--- src/rtl/signext_arb_pkg.sv ---
// Shared types and helpers for the sign-extension arbiter.
package signext_arb_pkg;

    // Widest requester set the round-robin helper is built for.
    localparam int MAX_REQ = 32;
    localparam int MAX_IDW = 5;

    // Requester-index width for a given requester count.
    function automatic int idw_of(input int nreq);
        return (nreq <= 1) ? 1 : $clog2(nreq);
    endfunction

    typedef struct packed {
        logic               found;
        logic [MAX_IDW-1:0] idx;
    } pick_t;

    // First asserted bit of valid[nreq-1:0], scanning upward from ptr and wrapping.
    function automatic pick_t rr_pick(input logic [MAX_REQ-1:0] valid,
                                      input int nreq, input int ptr);
        pick_t p;
        int    k;
        p = '0;
        for (int i = 0; i < MAX_REQ; i++) begin
            if (i < nreq) begin
                k = ptr + i;
                if (k >= nreq) k = k - nreq;
                if (!p.found && valid[k[MAX_IDW-1:0]]) begin
                    p.found = 1'b1;
                    p.idx   = k[MAX_IDW-1:0];
                end
            end
        end
        return p;
    endfunction

endpackage

--- src/rtl/signext.sv ---
// N-bit to M-bit two's-complement sign extension, purely combinational.
module signext #(
    parameter int N = 2,
    parameter int M = 5
) (
    input  logic [N-1:0] i_data,
    output logic [M-1:0] o_data
);

    // Upper bits replicate the input sign bit; low bits pass straight through.
    assign o_data = {{(M-N){i_data[N-1]}}, i_data};

endmodule

--- src/rtl/signext_arb.sv ---
// Round-robin arbiter feeding one shared signext into a single-entry output register.
module signext_arb
    import signext_arb_pkg::*;
#(
    parameter  int N    = 2,
    parameter  int M    = 5,
    parameter  int NREQ = 4,
    localparam int IDW  = idw_of(NREQ)
) (
    input  logic                     i_clk,
    input  logic                     i_rst,
    input  logic [NREQ-1:0]          i_req_valid,
    input  logic [NREQ-1:0][N-1:0]   i_req_data,
    output logic [NREQ-1:0]          o_req_ready,
    output logic                     o_valid,
    input  logic                     i_ready,
    output logic [M-1:0]             o_data,
    output logic [IDW-1:0]           o_id
);

    logic [IDW-1:0]     ptr_q, ptr_d;
    logic               o_valid_q, o_valid_d;
    logic [M-1:0]       o_data_q, o_data_d;
    logic [IDW-1:0]     o_id_q, o_id_d;

    logic               accept;
    logic               xfer;
    logic [MAX_REQ-1:0] valid_ext;
    pick_t              pick;
    logic [IDW-1:0]     gnt;
    logic [N-1:0]       gnt_data;
    logic [M-1:0]       sext_data;

    // Grant selection: the output slot is free when empty or draining this cycle.
    // Ready is suppressed during reset so nothing is accepted in the reset cycle.
    always_comb begin
        accept                 = !o_valid_q || i_ready;
        valid_ext              = '0;
        valid_ext[NREQ-1:0]    = i_req_valid;
        pick                   = rr_pick(valid_ext, NREQ, int'(ptr_q));
        gnt                    = IDW'(pick.idx);
        o_req_ready            = '0;
        if (!i_rst && accept && pick.found) o_req_ready[gnt] = 1'b1;
        xfer                   = |(i_req_valid & o_req_ready);
    end

    // Only the granted slice reaches the shared extender.
    assign gnt_data = i_req_data[gnt];

    signext #(
        .N (N),
        .M (M)
    ) u_signext (
        .i_data (gnt_data),
        .o_data (sext_data)
    );

    // Next state: load wins over drain; the pointer advances only on a transfer.
    always_comb begin
        ptr_d     = ptr_q;
        o_valid_d = o_valid_q;
        o_data_d  = o_data_q;
        o_id_d    = o_id_q;
        if (xfer) begin
            o_valid_d = 1'b1;
            o_data_d  = sext_data;
            o_id_d    = gnt;
            ptr_d     = (gnt == IDW'(NREQ-1)) ? '0 : gnt + 1'b1;
        end else if (o_valid_q && i_ready) begin
            o_valid_d = 1'b0;
        end
    end

    // State registers with synchronous reset; a held result is discarded on reset.
    always_ff @(posedge i_clk) begin
        if (i_rst) begin
            ptr_q     <= '0;
            o_valid_q <= 1'b0;
            o_data_q  <= '0;
            o_id_q    <= '0;
        end else begin
            ptr_q     <= ptr_d;
            o_valid_q <= o_valid_d;
            o_data_q  <= o_data_d;
            o_id_q    <= o_id_d;
        end
    end

    assign o_valid = o_valid_q;
    assign o_data  = o_data_q;
    assign o_id    = o_id_q;

endmodule

--- config.mk ---
export PLATFORM = sky130hd
export DESIGN_NAME = signext_arb
export DESIGN_NICKNAME = d
export VERILOG_FILES = /design/src/rtl/signext_arb_pkg.sv /design/src/rtl/signext.sv /design/src/rtl/signext_arb.sv
export SDC_FILE = /design/constraint.sdc
export NUM_CORES = 1
export LEC_CHECK = 0
export ABC_CLOCK_PERIOD_IN_PS = 3950
export BUFFER_PORTS_ARGS = -buffer_cell sky130_fd_sc_hd__buf_2
export CORE_ASPECT_RATIO = 1.5
export CORE_UTILIZATION = 33
export DETAILED_ROUTE_END_ITERATION = 16
export SLEW_MARGIN = 20
export SYNTH_ARGS = -nofsm -noshare
export SYNTH_HDL_FRONTEND = slang
export SYNTH_SLANG_ARGS = --single-unit
--- constraint.sdc ---
create_clock -name i_clk -period 3.95 [get_ports i_clk]
set_clock_uncertainty 0.15 [all_clocks]
set_input_delay 0.1975 -clock i_clk [delete_from_list [all_inputs] [get_ports i_clk]]
set_output_delay 0.1975 -clock i_clk [all_outputs]
set_load 0.05 [all_outputs]
==> key figures, run 1 <==
Run status
  • Outcome: finished clean

Global routing
  • Tot GR Track Use: 15.4%
  • Number of global-route vias before repair: 621
  • Overflow after GRT: 0
  • Largest net degree at the start of global routing: 14
  • Global-route wire length before repair: 2620 um
  • Antenna violations before repair: 0

Place
  • Cell count after placement: 129
  • Port buffer count: 26
  • Detail Placement HPWL: 1330 um
  • Final GP Congestion: 0.770
  • Pre-CTS setup slack: 0.233 ns

Hold path
  • Hold path startpoint: i_ready
  • Worst min path class: in2reg

Die
  • Die height: 59.7 um
  • Die X: 40.5 um
  • Site Rows: 20
  • Initial core utilization: 35.7%
  • Io pins: 27
  • Core area: 0.00205 sq mm
  • Die area: 0.00241 sq mm

Drt
  • DR pass1 iterations: 4
  • DRT iter0 DRCs: 6
  • Via-per-instance ratio: 5.09
  • Post-route DRC: 0
  • WL final: 1660 um
  • Post-DRT Antenna Nets: 0
  • DR WL/cell: 12.3 um
  • Via count: 687

Clock network
  • CTS tree: built
  • Root Buffer: clkbuf_4
  • CTS clk-pin slew, worst paths: 0.05 ns
  • Clock sinks: 7
  • CTS Hold Buffers Added: 0
  • Worst skew pair latency: 0.25 ns
  • Clock Path Buffers: 2
  • Htree depth: 1
  • Clock buffer count from CTS: 3
  • Post-CTS sizing: 0
  • Post-CTS Setup Bufs: 0

Synth
  • Warnings from Yosys: 0
  • Syn Area/Cell: 8.61 sq um
  • EDFF count, synth: 0
  • Seq/Total Area, Yosys: 19.1%
  • Synth area leader: dfxtp_1
  • Register bit count reported by yosys: 7
  • Synth top area cells: dfxtp_1 (19%), mux2i_1 (12%), ha_1 (10%)
  • Synth cell types: 35
  • Post-synthesis instance area: 732 sq um
  • Synth top area share: 19.1%
  • Post-synth top flop: dfxtp_1
  • Syn nets: 106
  • Synthesized instance count: 85
  • Asr flop ratio synth: 0%

Layout
  • Commonest non-fill, non-tap cell in the layout: buf_2
  • Area grow syn2layout: 24.8%
  • Diode count: 0
  • Final std cells w/o fill: 135
  • Layout cell share with drive strength beyond 1: 39.8%
  • Layout filler cell count: 223
  • Most frequent cells in the layout: buf_2 (26), mux2i_1 (9), nor2_1 (8), dfxtp_1 (7), ha_1 (6)
  • Final nets: 135

Power
  • P_leak: 0.465 nW
  • Power Dens Cells: 929 mW/mm^2
  • Maximum vdd ir drop: 0.509 mV

Setup path
  • Reg-to-reg startpoint: ptr_q[1]$_SDFFE_PP0P_
  • Worst setup startpoint: ptr_q[1]$_SDFFE_PP0P_
  • Crit Path Category: reg2reg
  • Crit-path max FO: 7
  • Setup crit end kind: flop
  • Crit path arrival time: 3.60 ns
  • Worst Setup Start Kind: flop
  • CP Data Required Time: 3.94 ns

Timing
  • Slew Limit Fails: 0
  • RSZ-0062 raised after global routing: no
  • Final setup viols: 0
  • Final hold vios: 0
  • Setup TNS Final: 0 ns
  • Final period utilization: 91.4%
  • Final worst slack: 0.340 ns
  • Final min period: 3.61 ns
  • Fmax: 277 MHz
  • Slew HR: 78.2%
  • Slew @ Worst Pin: 0.324 ns

Job
  • Max-Cap Viols: 0
[power breakdown]
group / leakage [nW] / switching (mW) / internal, mW
sequential: 0.0576 / 0.0221 / 0.0958
clock: 0.0150 / 0.0283 / 0.0387
combinational: 0.392 / 0.402 / 0.262
[routing by layer]
layer  track usage [%]  part of all wire [%]  up-vias
met1              18.1                    41      298
met2              27.2                    54       29
met4              5.71                     0        0
li1                  -                     -      360
met5                 0                     0        -
met3              1.49                   5.6        0
[flip-flops by register name, indices dropped and copies added (netlist names)]
name	cells
o_data	2
o_id	2
o_valid	1
ptr_q	2
[area by class of cell]
class | count | area, sq um | area share, %
Multi-Input combinational cell | 66 | 533 | 58.4
Timing Repair Buffer | 31 | 168 | 18.4
Sequential cell | 7 | 140 | 15.3
Tap cell | 22 | 27.5 | 3.01
Clock buffer | 4 | 26.3 | 2.88
Inverter | 5 | 18.8 | 2.05
[logic make-up after synthesis]
| kind of cell | count (synthesis) | share of synthesized area [%] |
|---|---|---|
| compound gates | 19 | 22.4 |
| fa+ha+maj | 6 | 10.3 |
| buf+inv | 12 | 8.03 |
| flops | 7 | 19.1 |
| mux | 14 | 20.0 |
| simple gates | 27 | 20.2 |
[cells in the mapped netlist, types with 3 or more instances]
cell / number
o21ai_1: 3
dfxtp_1: 7
mux2i_1: 9
nor2_1: 8
nor3_1: 3
buf_4: 3
ha_1: 6
mux2_2: 5
inv_1: 4
a21oi_1: 4
[critical path, stage by stage (launching register included)]
cell	delay [ns]
dfxtp_1	0.47
inv_1	0.12
ha_1	0.31
or3_4	0.42
a221oi_4	0.36
o21ai_1	0.11
o31ai_2	0.10
inv_2	0.12
ha_1	0.23
a22o_1	0.26
a211o_1	0.28
a22oi_2	0.17
buf_4	0.18
mux2i_1	0.18
nor2_1	0.05
[path summary, 6_finish.rpt]
check | endpoint | slack, ns | depth (start not counted)
worst max-delay path | ptr_q[1]$_SDFFE_PP0P_ | 0.34 | 14
worst max register to register | ptr_q[1]$_SDFFE_PP0P_ | 0.34 | 14
worst min-delay path | o_valid$_SDFFE_PP0P_ | 0.07 | 3
worst min register to register | o_valid$_SDFFE_PP0P_ | 0.33 | 2
[metrics by stage]
stage	power (mW)	util [%]	instance area, sq um	hold slack (ns)
after floorplan	0.642	-	732	0.225
after global placement	0.754	42.5	872	0.319
after detailed placement	0.760	42.5	872	0.321
after CTS	0.835	43.8	898	0.0646
after global routing	0.917	44.5	913	0.0856
final	0.848	44.5	913	0.0701
Note: power is estimated with default switching activity, not from simulation.
==> run 2: changes to the inputs <==
- PLACE_DENSITY_LB_ADDON: unset -> 0.1
==> key figures, run 2 (synthesis results as in run 1) <==
Drt
  • Post-route DRC: 0
  • Post-DRT Antenna Nets: 0
  • WL met3: 50 um
  • Via count: 684
  • DR WL/cell: 12.3 um
  • DRT iter0 DRCs: 5
  • WL final: 1670 um
  • Highest metal used: met4
  • WL met1: 660 um
  • Met2 Wirelength: 938 um
  • DR pass1 iterations: 4
  • Via-per-instance ratio: 5.07

Layout
  • Layout filler cell count: 223
  • Final nets: 135
  • Final Util: 44.5%
  • Area grow syn2layout: 24.8%
  • Layout cell share with drive strength beyond 1: 39.8%
  • Diode count: 0
  • Most frequent cells in the layout: buf_2 (26), mux2i_1 (9), nor2_1 (8), dfxtp_1 (7), ha_1 (6)
  • Commonest non-fill, non-tap cell in the layout: buf_2

Timing
  • Slew Limit Fails: 0
  • Slew HR: 76.2%
  • Final worst slack: 0.301 ns
  • Slew @ Worst Pin: 0.354 ns
  • Final setup viols: 0
  • Fmax: 274 MHz
  • RSZ-0062 raised after global routing: no
  • Final hold vios: 0
  • Final period utilization: 92.4%
  • Final min period: 3.65 ns
  • Setup TNS Final: 0 ns

Hold path
  • Hold-critical path depth: 3
  • Worst hold endpoint: o_valid$_SDFFE_PP0P_
  • Worst min path class: in2reg
  • Hold path startpoint: i_ready

Global routing
  • Overflow after GRT: 0
  • Number of global-route vias before repair: 646
  • Global-route wire length before repair: 2750 um
  • Antenna violations before repair: 0
  • Largest net degree at the start of global routing: 10
  • Tot GR Track Use: 16.4%

Power
  • Switch share: 53.3%
  • Total Power: 834 uW
  • P_leak: 0.465 nW
  • Clk network pwr share: 7.7%
  • Internal power: 390 uW
  • Psw: 445 uW
  • Power Dens Cells: 914 mW/mm^2
  • Maximum vdd ir drop: 0.332 mV
  • Seq pwr share: 14.2%
  • Combinational fraction of design power: 78.1%

Setup path
  • Setup crit end kind: flop
  • CP most frequent cell: ha_1
  • R2R cell count: 14
  • Crit Path Category: reg2reg
  • Reg-to-reg startpoint: ptr_q[1]$_SDFFE_PP0P_
  • Crit path arrival time: 3.68 ns
  • Worst Setup Start Kind: flop
  • Critical path's slowest cell: dfxtp_1
  • Reg2Reg Setup Slack: 0.30 ns
  • Crit-path max FO: 7
  • R2R Path End: ptr_q[0]$_SDFFE_PP0P_
  • Critical Path Max Stage Delay: 0.48 ns
  • CP Data Required Time: 3.98 ns
  • Worst-path cell chain: inv_1 > ha_1 > or3_4 > a221oi_4 > o21ai_1 > o31ai_2 > inv_2 > ha_1 > a22o_1 > a211o_1 > a22oi_2 > buf_4 > nand2_1 > a21oi_1

Die
  • Io pins: 27
  • Die height: 59.7 um
  • Core area: 0.00205 sq mm
  • Site Rows: 20
  • Die X: 40.5 um
  • Die area: 0.00241 sq mm
  • Initial core utilization: 35.7%

Place
  • Pre-CTS setup slack: 0.289 ns
  • Final GP Congestion: 0.724
  • Port buffer count: 26
  • Detail Placement HPWL: 1400 um

Clock network
  • CTS clk-pin slew, worst paths: 0.05 ns
  • CTS Hold Buffers Added: 0
  • Worst skew pair latency: 0.25 ns
  • Post-CTS sizing: 0
  • Clock sinks: 7
  • Post-CTS Setup Bufs: 0
  • Clock buffer count from CTS: 3
  • Htree depth: 1
  • Clock Path Buffers: 2
  • CTS tree: built
  • Root Buffer: clkbuf_4

Run status
  • Outcome: finished clean

Job
  • Max-Cap Viols: 0
[run 2: cell counts in the layout (fill, tap and decap cells not counted)]
No cell type changed its count.
[run 2: layout make-up]
class                      count  area [sq um]  share of cell area, %
inverter                       5          18.8                   2.05
timing repair buffer          31           168                   18.4
clock buffer                   4          26.3                   2.88
tap                           22          27.5                   3.01
multi-input combinational     66           533                   58.4
sequential                     7           140                   15.3
[run 2: critical path: cells and delay by family (launching register included)]
| family | cells | cell delay, ns |
|---|---|---|
| adder cells (fa/ha/maj) | 2 | 0.54 |
| AND/OR/NAND/NOR | 2 | 0.47 |
| flip-flops | 1 | 0.48 |
| AO/OA/AOI/OAI | 7 | 1.52 |
| buffers and inverters | 3 | 0.42 |
[run 2: per-stage QoR]
| step | std cells | area, sq um | hold slack (ns) |
|---|---|---|---|
| detailed placement | 131 | 887 | 0.318 |
| global route | 135 | 913 | 0.0908 |
| CTS | 135 | 913 | 0.0613 |
| floorplan | 85 | 732 | 0.225 |
| finish | 135 | 913 | 0.0759 |
| global placement | 131 | 887 | 0.315 |
[run 2: metal layers]
metal	vias up	track usage (%)
met5	-	0
met4	0	10.0
met3	2	1.12
met2	15	28.3
met1	304	18.2
li1	363	-
[run 2: power by group through the flow]
stage	registers (mW)	clock network, mW	logic, mW
after detailed placement	0.120	0	0.656
after global routing	0.124	0.0721	0.712
final	0.118	0.0645	0.652
after CTS	0.119	0.0701	0.658
after global placement	0.119	0	0.655
after floorplan	0.175	0	0.468
[run 2: how the worst max path moves through the flow]
stage / from / to / cells past startpoint
after floorplan: ptr_q[0]$_SDFFE_PP0P_ / o_id[1]$_SDFFE_PP0P_ / 15
after global placement: ptr_q[1]$_SDFFE_PP0P_ / ptr_q[0]$_SDFFE_PP0P_ / 14
after detailed placement: ptr_q[1]$_SDFFE_PP0P_ / ptr_q[0]$_SDFFE_PP0P_ / 14
after CTS: ptr_q[1]$_SDFFE_PP0P_ / ptr_q[0]$_SDFFE_PP0P_ / 14
after global routing: ptr_q[1]$_SDFFE_PP0P_ / ptr_q[0]$_SDFFE_PP0P_ / 14
final: ptr_q[1]$_SDFFE_PP0P_ / ptr_q[0]$_SDFFE_PP0P_ / 14
